<file path="src/rtl/pipe_stage_buf.sv">
// Elastic pipeline-stage register with a 2-entry skid buffer and flush-to-bubble.
// Optional statistics counters are enabled by defining PIPE_STATS_EN.
module pipe_stage_buf #(
  parameter int unsigned          DATA_W     = 64,
  parameter logic [DATA_W-1:0]    BUBBLE_VAL = '0,
  parameter int unsigned          CNT_W      = 32
) (
  input  logic              clk,
  input  logic              reset,
  input  logic              flush,
  input  logic              in_valid,
  output logic              in_ready,
  input  logic [DATA_W-1:0] in_data,
  output logic              out_valid,
  input  logic              out_ready,
  output logic [DATA_W-1:0] out_data,
  output logic [CNT_W-1:0]  stall_cnt,
  output logic [CNT_W-1:0]  bubble_cnt
);

  logic              main_valid_q, main_valid_d;
  logic              skid_valid_q, skid_valid_d;
  logic [DATA_W-1:0] main_q, main_d;
  logic [DATA_W-1:0] skid_q, skid_d;
  logic              accept, issue;

  // in_ready comes straight from a flop, so out_ready never reaches it combinationally.
  assign in_ready  = ~skid_valid_q;
  assign out_valid = main_valid_q;
  assign out_data  = main_valid_q ? main_q : BUBBLE_VAL;
  assign accept    = in_valid & in_ready;
  assign issue     = main_valid_q & out_ready;

  always_comb begin
    // NOTE: every signal gets a default first so no path leaves it unassigned (no latch).
    main_valid_d = main_valid_q;
    skid_valid_d = skid_valid_q;
    main_d       = main_q;
    skid_d       = skid_q;
    if (flush) begin
      main_valid_d = 1'b0;
      skid_valid_d = 1'b0;
    end else if (skid_valid_q) begin
      // The skid entry is younger than main, so it only ever moves into main.
      if (issue) begin
        main_d       = skid_q;
        skid_valid_d = 1'b0;
      end
    end else if (main_valid_q) begin
      if (accept && issue) begin
        main_d = in_data;
      end else if (accept) begin
        skid_valid_d = 1'b1;
        skid_d       = in_data;
      end else if (issue) begin
        main_valid_d = 1'b0;
      end
    end else if (accept) begin
      main_valid_d = 1'b1;
      main_d       = in_data;
    end
  end

  // NOTE: sequential state is updated with non-blocking assignments only.
  always_ff @(posedge clk) begin
    if (reset) begin
      main_valid_q <= 1'b0;
      skid_valid_q <= 1'b0;
    end else begin
      main_valid_q <= main_valid_d;
      skid_valid_q <= skid_valid_d;
    end
  end

  // NOTE: payload registers are deliberately not reset; the valid bits qualify them.
  always_ff @(posedge clk) begin
    main_q <= main_d;
    skid_q <= skid_d;
  end

`ifdef PIPE_STATS_EN
  localparam logic [CNT_W-1:0] CNT_ONE = CNT_W'(1);

  logic [CNT_W-1:0] stall_cnt_q, stall_cnt_d;
  logic [CNT_W-1:0] bubble_cnt_q, bubble_cnt_d;

  // Counters saturate at all-ones and are cleared by reset only, never by flush.
  always_comb begin
    stall_cnt_d  = stall_cnt_q;
    bubble_cnt_d = bubble_cnt_q;
    if (main_valid_q && !out_ready && (stall_cnt_q != '1))
      stall_cnt_d = stall_cnt_q + CNT_ONE;
    if (!main_valid_q && (bubble_cnt_q != '1))
      bubble_cnt_d = bubble_cnt_q + CNT_ONE;
  end

  always_ff @(posedge clk) begin
    if (reset) begin
      stall_cnt_q  <= '0;
      bubble_cnt_q <= '0;
    end else begin
      stall_cnt_q  <= stall_cnt_d;
      bubble_cnt_q <= bubble_cnt_d;
    end
  end

  assign stall_cnt  = stall_cnt_q;
  assign bubble_cnt = bubble_cnt_q;
`else
  assign stall_cnt  = '0;
  assign bubble_cnt = '0;
`endif

endmodule

</file>
<file path="config.mk">
export PLATFORM = sky130hd
export DESIGN_NAME = pipe_stage_buf
export DESIGN_NICKNAME = d
export VERILOG_FILES = /design/src/rtl/pipe_stage_buf.sv
export SDC_FILE = /design/constraint.sdc
export NUM_CORES = 1
export LEC_CHECK = 0
export BUFFER_PORTS_ARGS = -buffer_cell sky130_fd_sc_hd__buf_2
export CELL_PAD_IN_SITES_DETAIL_PLACEMENT = 0
export CELL_PAD_IN_SITES_GLOBAL_PLACEMENT = 2
export CORE_MARGIN = 1.5
export CORE_UTILIZATION = 25
export DETAILED_ROUTE_END_ITERATION = 8
export GPL_TIMING_DRIVEN = 1
export PLACE_DENSITY_LB_ADDON = 0.1
export SETUP_SLACK_MARGIN = 0.05
export SLEW_MARGIN = 30
export SYNTH_ARGS = -nofsm -noshare
export SYNTH_HDL_FRONTEND = slang
export SYNTH_SLANG_ARGS = --single-unit
</file>
<file path="constraint.sdc">
create_clock -name clk -period 3.55 [get_ports clk]
set_input_delay 0.71 -clock clk [delete_from_list [all_inputs] [get_ports clk]]
set_output_delay 0.71 -clock clk [all_outputs]
set_load 0.01 [all_outputs]
</file>
==> results of run 1 <==
==> logic make-up (layout without fill, tap and decap cells) <==
group	Yosys count	in the layout	synth area share
mux	64	64	0.132
flops	130	130	0.683
other cells	1	65	0.000660
compound gates	4	4	0.00572
simple gates	71	71	0.0777
buf+inv	80	169	0.100
==> routing by layer <==
metal | up-vias | track usage | part of all wire
li1 | 1414 | - | -
met4 | 4 | 0.0458 | 0.014
met2 | 132 | 0.159 | 0.47
met3 | 17 | 0.0448 | 0.086
met1 | 1459 | 0.113 | 0.43
met5 | - | 0 | 0.0020
==> worst paths after layout <==
| path | startpoint | to | slack (ns) | cells past startpoint |
|---|---|---|---|---|
| worst max-delay path | skid_valid_q | in_ready | 0.87 | 3 |
| worst min-delay path | reset | skid_valid_q | 0.49 | 2 |
| worst max register to register | out_valid | skid_q[1] | 1.22 | 3 |
| worst min register to register | skid_q[40] | main_q[40] | 0.54 | 1 |
==> synthesized netlist by cell type, drive strengths merged <==
master / n / area share
a2111oi: 1 / 0.0026
a21oi: 2 / 0.0018
a22oi: 1 / 0.0013
and2: 64 / 0.070
and4: 1 / 0.0015
buf: 73 / 0.096
clkbuf: 6 / 0.0040
conb: 1 / 0.00066
dfxtp: 2 / 0.0070
edfxtp: 128 / 0.68
inv: 1 / 0.00066
mux2: 64 / 0.13
nand2b: 1 / 0.0011
nor2: 3 / 0.0020
nor3: 2 / 0.0026
==> sequential cells by signal, indices dropped and copies added, names as in the netlist <==
name and cells:
skid_q 64, out_valid 1, main_q 64, skid_valid_q 1
==> final cells by class <==
cell class                      instances  area, µm²  area share
Sequential cell                       130       3890       0.555
Multi-Input combinational cell        203       1470       0.210
Timing Repair Buffer                  139        733       0.105
Clock buffer                           20        437      0.0623
Tap cell                              280        350      0.0500
Clock inverter                          9        116      0.0166
Inverter                                1       3.75    0.000536
Antenna cell                            1       2.50    0.000357
==> report_power, final <==
part           internal (mW)  switching (mW)
logic                 0.0924           0.124
registers               1.74          0.0135
clock network           1.08           0.596
total                   2.91           0.734
==> stage by stage <==
stage,instances,instance area (µm²)
6_report,783,7010
2_1_floorplan,413,5930
5_1_grt,782,7000
4_1_cts,782,7000
3_5_place_dp,753,6450
3_3_place_gp,753,6450
==> key figures, run 1 <==
Power
  – Power Density: 520 nW/µm²
  – Peak supply drop: 328 µV
  – Leakage power figure: 2.79 nW
  – Power Total: 3.64 mW

STA
  – Final Hold Viols: 0
  – Sum Neg Setup Slack: 0 ns
  – Final setup margin: about 0.87 ns
  – Final setup vio count: 0
  – Worst Tran Pin Value: about 0.81 ns
  – Period utilisation layout: 0.755
  – Final Slew Violations: 0
  – Fmax: 0.373 GHz
  – Hold_ws: between 0.4 and 0.5 ns
  – Slew HR: 0.461
  – Minimum clock period: 2.68 ns
  – Unrepaired setup endpoints after global routing: no
  – Clk_skew: 0.00491 ns

Run status
  – Outcome: finished clean

Critical path
  – WP data required: 2.84 ns
  – Cell with the largest stage delay on the worst path: dfxtp_4
  – Worst-path maximum fanout: 35
  – Critical Path Max Stage Delay: 0.64 ns
  – CP endpoint kind: output port
  – Crit Path Class: reg -> out
  – Startpoint types: flip-flop
  – Worst Path Buf+Inv: 3
  – Cell family with most CP delay: buffers and inverters
  – Sequence of cells on the critical path: buf_4, inv_1, buf_2
  – Worst Path Arrival: 1.97 ns

Floorplanning
  – Die Wd: 154 µm
  – Initial Util: 0.257
  – Io pins: 199
  – Die height: 154 µm
  – Row count: between 50 and 60
  – Core ar.: roughly 22,000 µm²
  – Die ar.: 23,600 µm²

Finish
  – Commonest non-fill, non-tap cell in the layout: buf_2
  – Ratio of cells with drive above 1 in the final layout: 0.460
  – Most frequent cells in the layout: buf_2 (134), edfxtp_1 (128), and2_1 (64), conb_1 (64), mux2_2 (56)
  – Fillers: 2,257
  – Area delta synth->final: 23.3%
  – Nets@finish: roughly 560
  – Layout Utilization: 0.317

Placed design
  – HPWL Detailed: 7940 µm
  – Final GP Congestion: ~0.71
  – Port bufs: 134
  – Pre-CTS setup slack: 1.10 ns

Routing
  – Final ANT Viol Nets: 0
  – Vias: 3,026
  – Vias per inst: 3.86
  – Initial drt markers: 105
  – Drc violations: 0
  – DR WL/cell: 14.8 µm
  – Pre-antenna DRT Iters: 4
  – Drt total wl: 11,600 µm

Global route
  – Total grt overflow: 0
  – First-pass GRT wire length: 17,400 µm
  – Largest net degree at the start of global routing: 42
  – All-Layer GR Usage: 0.0992
  – Antenna violations before repair: 2
  – Vias in the first global route: 3,137

Clock tree
  – Clk slew on worst S/H paths: ~0.05 ns
  – Total CTS buffers: 17
  – Longest Clk Path Bufs: 2
  – Clk_lat worst skew: 0.41 ns
  – Setup bufs post-CTS: 0
  – Post-cts gate resize count: 0
  – Root buffer cell: clkbuf_16
  – TritonCTS clock tree: yes
  – H-tree level count: 4
  – Post-CTS Hold Buffers: 0
  – Clock tree sinks: 130

Min path
  – Hold Path Class: in -> reg

Synthesis
  – Post-Synthesis Cell Area: ~5700 µm²
  – Count of cell types in the netlist: 19
  – Syn. warnings: 0
  – Cell count after synthesis: 350
  – Syn avg cell area: approximately 16 µm²
  – Flops & latches, synth: 130
  – Post-synthesis sequential area ratio: 0.683

Flow run
  – Max_cap viols: 0
No activity file was read; power rests on OpenSTA's default activity.
==> run 2, diff against run 1 <==
==> constraint.sdc (replaced) <==
create_clock -name clk -period 2.7 [get_ports clk]
set_input_delay 0.54 -clock clk [delete_from_list [all_inputs] [get_ports clk]]
set_output_delay 0.54 -clock clk [all_outputs]
set_load 0.01 [all_outputs]
==> run 2 against run 1 <==
Highest routed layer unchanged; setup slack worse by 0.33 ns; critical path depth is the same; critical path type unchanged; sequential share of layout area is 0.51 points lower; hold slack worse by 0.17 ns; power increased by 34%; core utilization up 0.29 points; count of clock-buffer cells in the layout decreased by 3; final cell count is 0.89% higher; die area is the same; design area increased by 0.93%; non-clock buffer count increased by 3.
==> key figures, run 2 (synthesized netlist as in run 1, its figures left out) <==
Routing
  – Pre-antenna DRT Iters: 4 (unchanged)
  – Met3 routed WL: 960 µm (-3.9%)
  – Vias per inst: 3.87 (about the same)
  – DR top layer: met5
  – Met2 WL: 5870 µm (+7.5%)
  – Vias: 3,054 (+0.93%)
  – Drc violations: 0 (unchanged)
  – Met1 WL: 4730 µm (-4.5%)
  – Drt total wl: 11,700 µm (+0.60%)
  – DR WL/cell: 14.8 µm (-0.29%)
  – Initial drt markers: 109 (+3.8%)
  – Final ANT Viol Nets: 0 (unchanged)

Finish
  – Commonest non-fill, non-tap cell in the layout: buf_2
  – FF/Latch Area: 3890 µm² (unchanged)
  – Ratio of cells with drive above 1 in the final layout: 0.478 (+0.0182)
  – Area delta synth->final: 24.4%
  – Final Cell Area: 7070 µm² (+0.93%)
  – Layout Utilization: 0.320 (+0.00295)
  – Largest regs: main_q: 64 flops, skid_q: 64 flops
  – Most frequent cells in the layout: buf_2 (134), edfxtp_1 (128), and2_1 (64), conb_1 (64), mux2_2 (56)
  – Nets@finish: 564 (+0.53%)
  – Post-route insts no fill: 790 (+0.89%)
  – Multi-input gate area: 1490 µm² (+0.93%)
  – Fillers: 2,219 (-1.7%)

Critical path
  – WP data required: 2.16 ns (-0.68 ns)
  – Worst-path maximum fanout: 28 (-20%)
  – R2R Setup Slk: 0.79 ns (-0.43 ns)
  – Worst Path Arrival: 1.62 ns (-0.35 ns)
  – Worst Path Buf+Inv: 2 (-1)
  – Critical Path Max Stage Delay: 0.50 ns (-0.14 ns)
  – Cell with the largest stage delay on the worst path: dfxtp_2
  – Crit Path Class: reg -> out
  – Startpoint types: flip-flop
  – Sequence of cells on the critical path: buf_4, and2_1, buf_2
  – Cell family with most CP delay: flip-flops
  – CP endpoint kind: output port

STA
  – Final setup vio count: 0 (unchanged)
  – Final Hold Viols: 0 (unchanged)
  – Sum Neg Setup Slack: 0 ns (unchanged)
  – Worst Tran Pin Value: 0.574 ns (-0.232 ns)
  – Hold_ws: 0.319 ns (-0.166 ns)
  – Unrepaired setup endpoints after global routing: no
  – Final Slew Violations: 0 (unchanged)
  – Clk_skew: 0.00813 ns (+0.00321 ns)
  – Period utilisation layout: 0.799
  – Fmax: around 0.46 GHz
  – Minimum clock period: 2.16 ns
  – Slew HR: 0.617 (+0.156)

Min path
  – Hold Path Class: in -> reg

Clock tree
  – Setup bufs post-CTS: 0 (unchanged)
  – TritonCTS clock tree: yes
  – Post-CTS Hold Buffers: 0 (unchanged)
  – Longest Clk Path Bufs: 2 (unchanged)
  – Post-cts gate resize count: 0 (unchanged)
  – Total CTS buffers: 17 (unchanged)
  – Clock tree sinks: 130 (unchanged)
  – Root buffer cell: clkbuf_16
  – Clk slew on worst S/H paths: 0.06 ns (about the same)
  – H-tree level count: 4 (unchanged)
  – Clk_lat worst skew: 0.41 ns (about the same)

Power
  – Peak supply drop: 411 µV (+25%)
  – Leakage power figure: 2.82 nW (+1.0%)
  – Switching Fraction: 0.210 (+0.00892)
  – Net load switching power: 1.02 mW (+40%)
  – Power Density: 689 nW/µm² (+32%)
  – Clock power frac: 0.470 (+0.010)
  – Internal Power: 3.85 mW (+32%)
  – Combinational share of power: 0.058 (about the same)
  – Seq pwr share: 0.472 (-0.009)

Run status
  – Outcome: finished clean

Global route
  – All-Layer GR Usage: 0.102 (+0.00283)
  – Antenna violations before repair: 3 (+1)
  – Total grt overflow: 0 (unchanged)
  – Largest net degree at the start of global routing: 39 (-7.1%)
  – Vias in the first global route: 3,193 (+1.8%)
  – First-pass GRT wire length: 18,100 µm (+3.7%)

Placed design
  – Cell area after placement: 6470 µm² (+0.37%)
  – DP Cell Count: 756 (+0.40%)
  – Final GP Congestion: 0.673 (-5.4%)
  – Port bufs: 134 (unchanged)
  – HPWL Detailed: 7920 µm (-0.17%)

Floorplanning
  – Die ar.: 23,600 µm² (unchanged)
  – Io pins: 199 (unchanged)
  – Initial Util: 0.257 (unchanged)
  – Row count: 54 (unchanged)
  – Die Wd: 154 µm (unchanged)
  – Die height: 154 µm (unchanged)
  – Core ar.: 22,100 µm² (unchanged)

Flow run
  – Max_cap viols: 0 (unchanged)
-- run 2: cell types whose count changed in the layout (fill, tap and decap cells not counted), moves of 2 or more --
cell        change
buf_4           +4
clkbuf_1        -3
clkinv_4        +3
clkinvlp_4      +2
nor2_1          -2
-- run 2: per-stage QoR --
stage / power, mW / setup WS (ns)
global placement: 2.63 / 0.759
finish: 4.87 / 0.542
detailed placement: 2.63 / 0.721
global route: 5.08 / 0.389
CTS: 4.96 / 0.455
floorplan: 2.57 / -0.0484
-- run 2: power by group through the flow --
stage	Combinational, mW	Sequential [mW]	Clock [mW]
detailed placement	0.289	2.34	0
finish	0.282	2.30	2.29
global route	0.317	2.30	2.46
CTS	0.290	2.30	2.37
floorplan	0.235	2.34	0
global placement	0.286	2.34	0
-- run 2: worst reg2reg max path: cells and delay by family, from the launching register on --
kind,cells,cell delay [ns]
muxes,1,0.41
buffers and inverters,1,0.54
DFF,1,0.71
-- run 2: layout make-up --
cell class | instances | share of cell area
sequential | 130 | 0.550
antenna | 2 | 0.000708
clock buffer | 17 | 0.0602
inverter | 1 | 0.000531
multi-input combinational | 203 | 0.210
timing repair buffer | 142 | 0.105
tap | 280 | 0.0495
clock inverter | 15 | 0.0235
-- run 2: final timing paths --
kind	to	start	depth (start not counted)
worst min register to register	main_q[31]	skid_q[31]	1
worst max-delay path	out_data[14]	out_valid	3
worst max register to register	main_q[59]	skid_valid_q	2
worst min-delay path	skid_q[61]	in_data[61]	1
-- run 2: layer usage --
layer / up-vias / track usage
met3: 7 / 0.0482
met5: - / 0
li1: 1429 / -
met4: 2 / 0.0370
met2: 125 / 0.166
met1: 1491 / 0.117
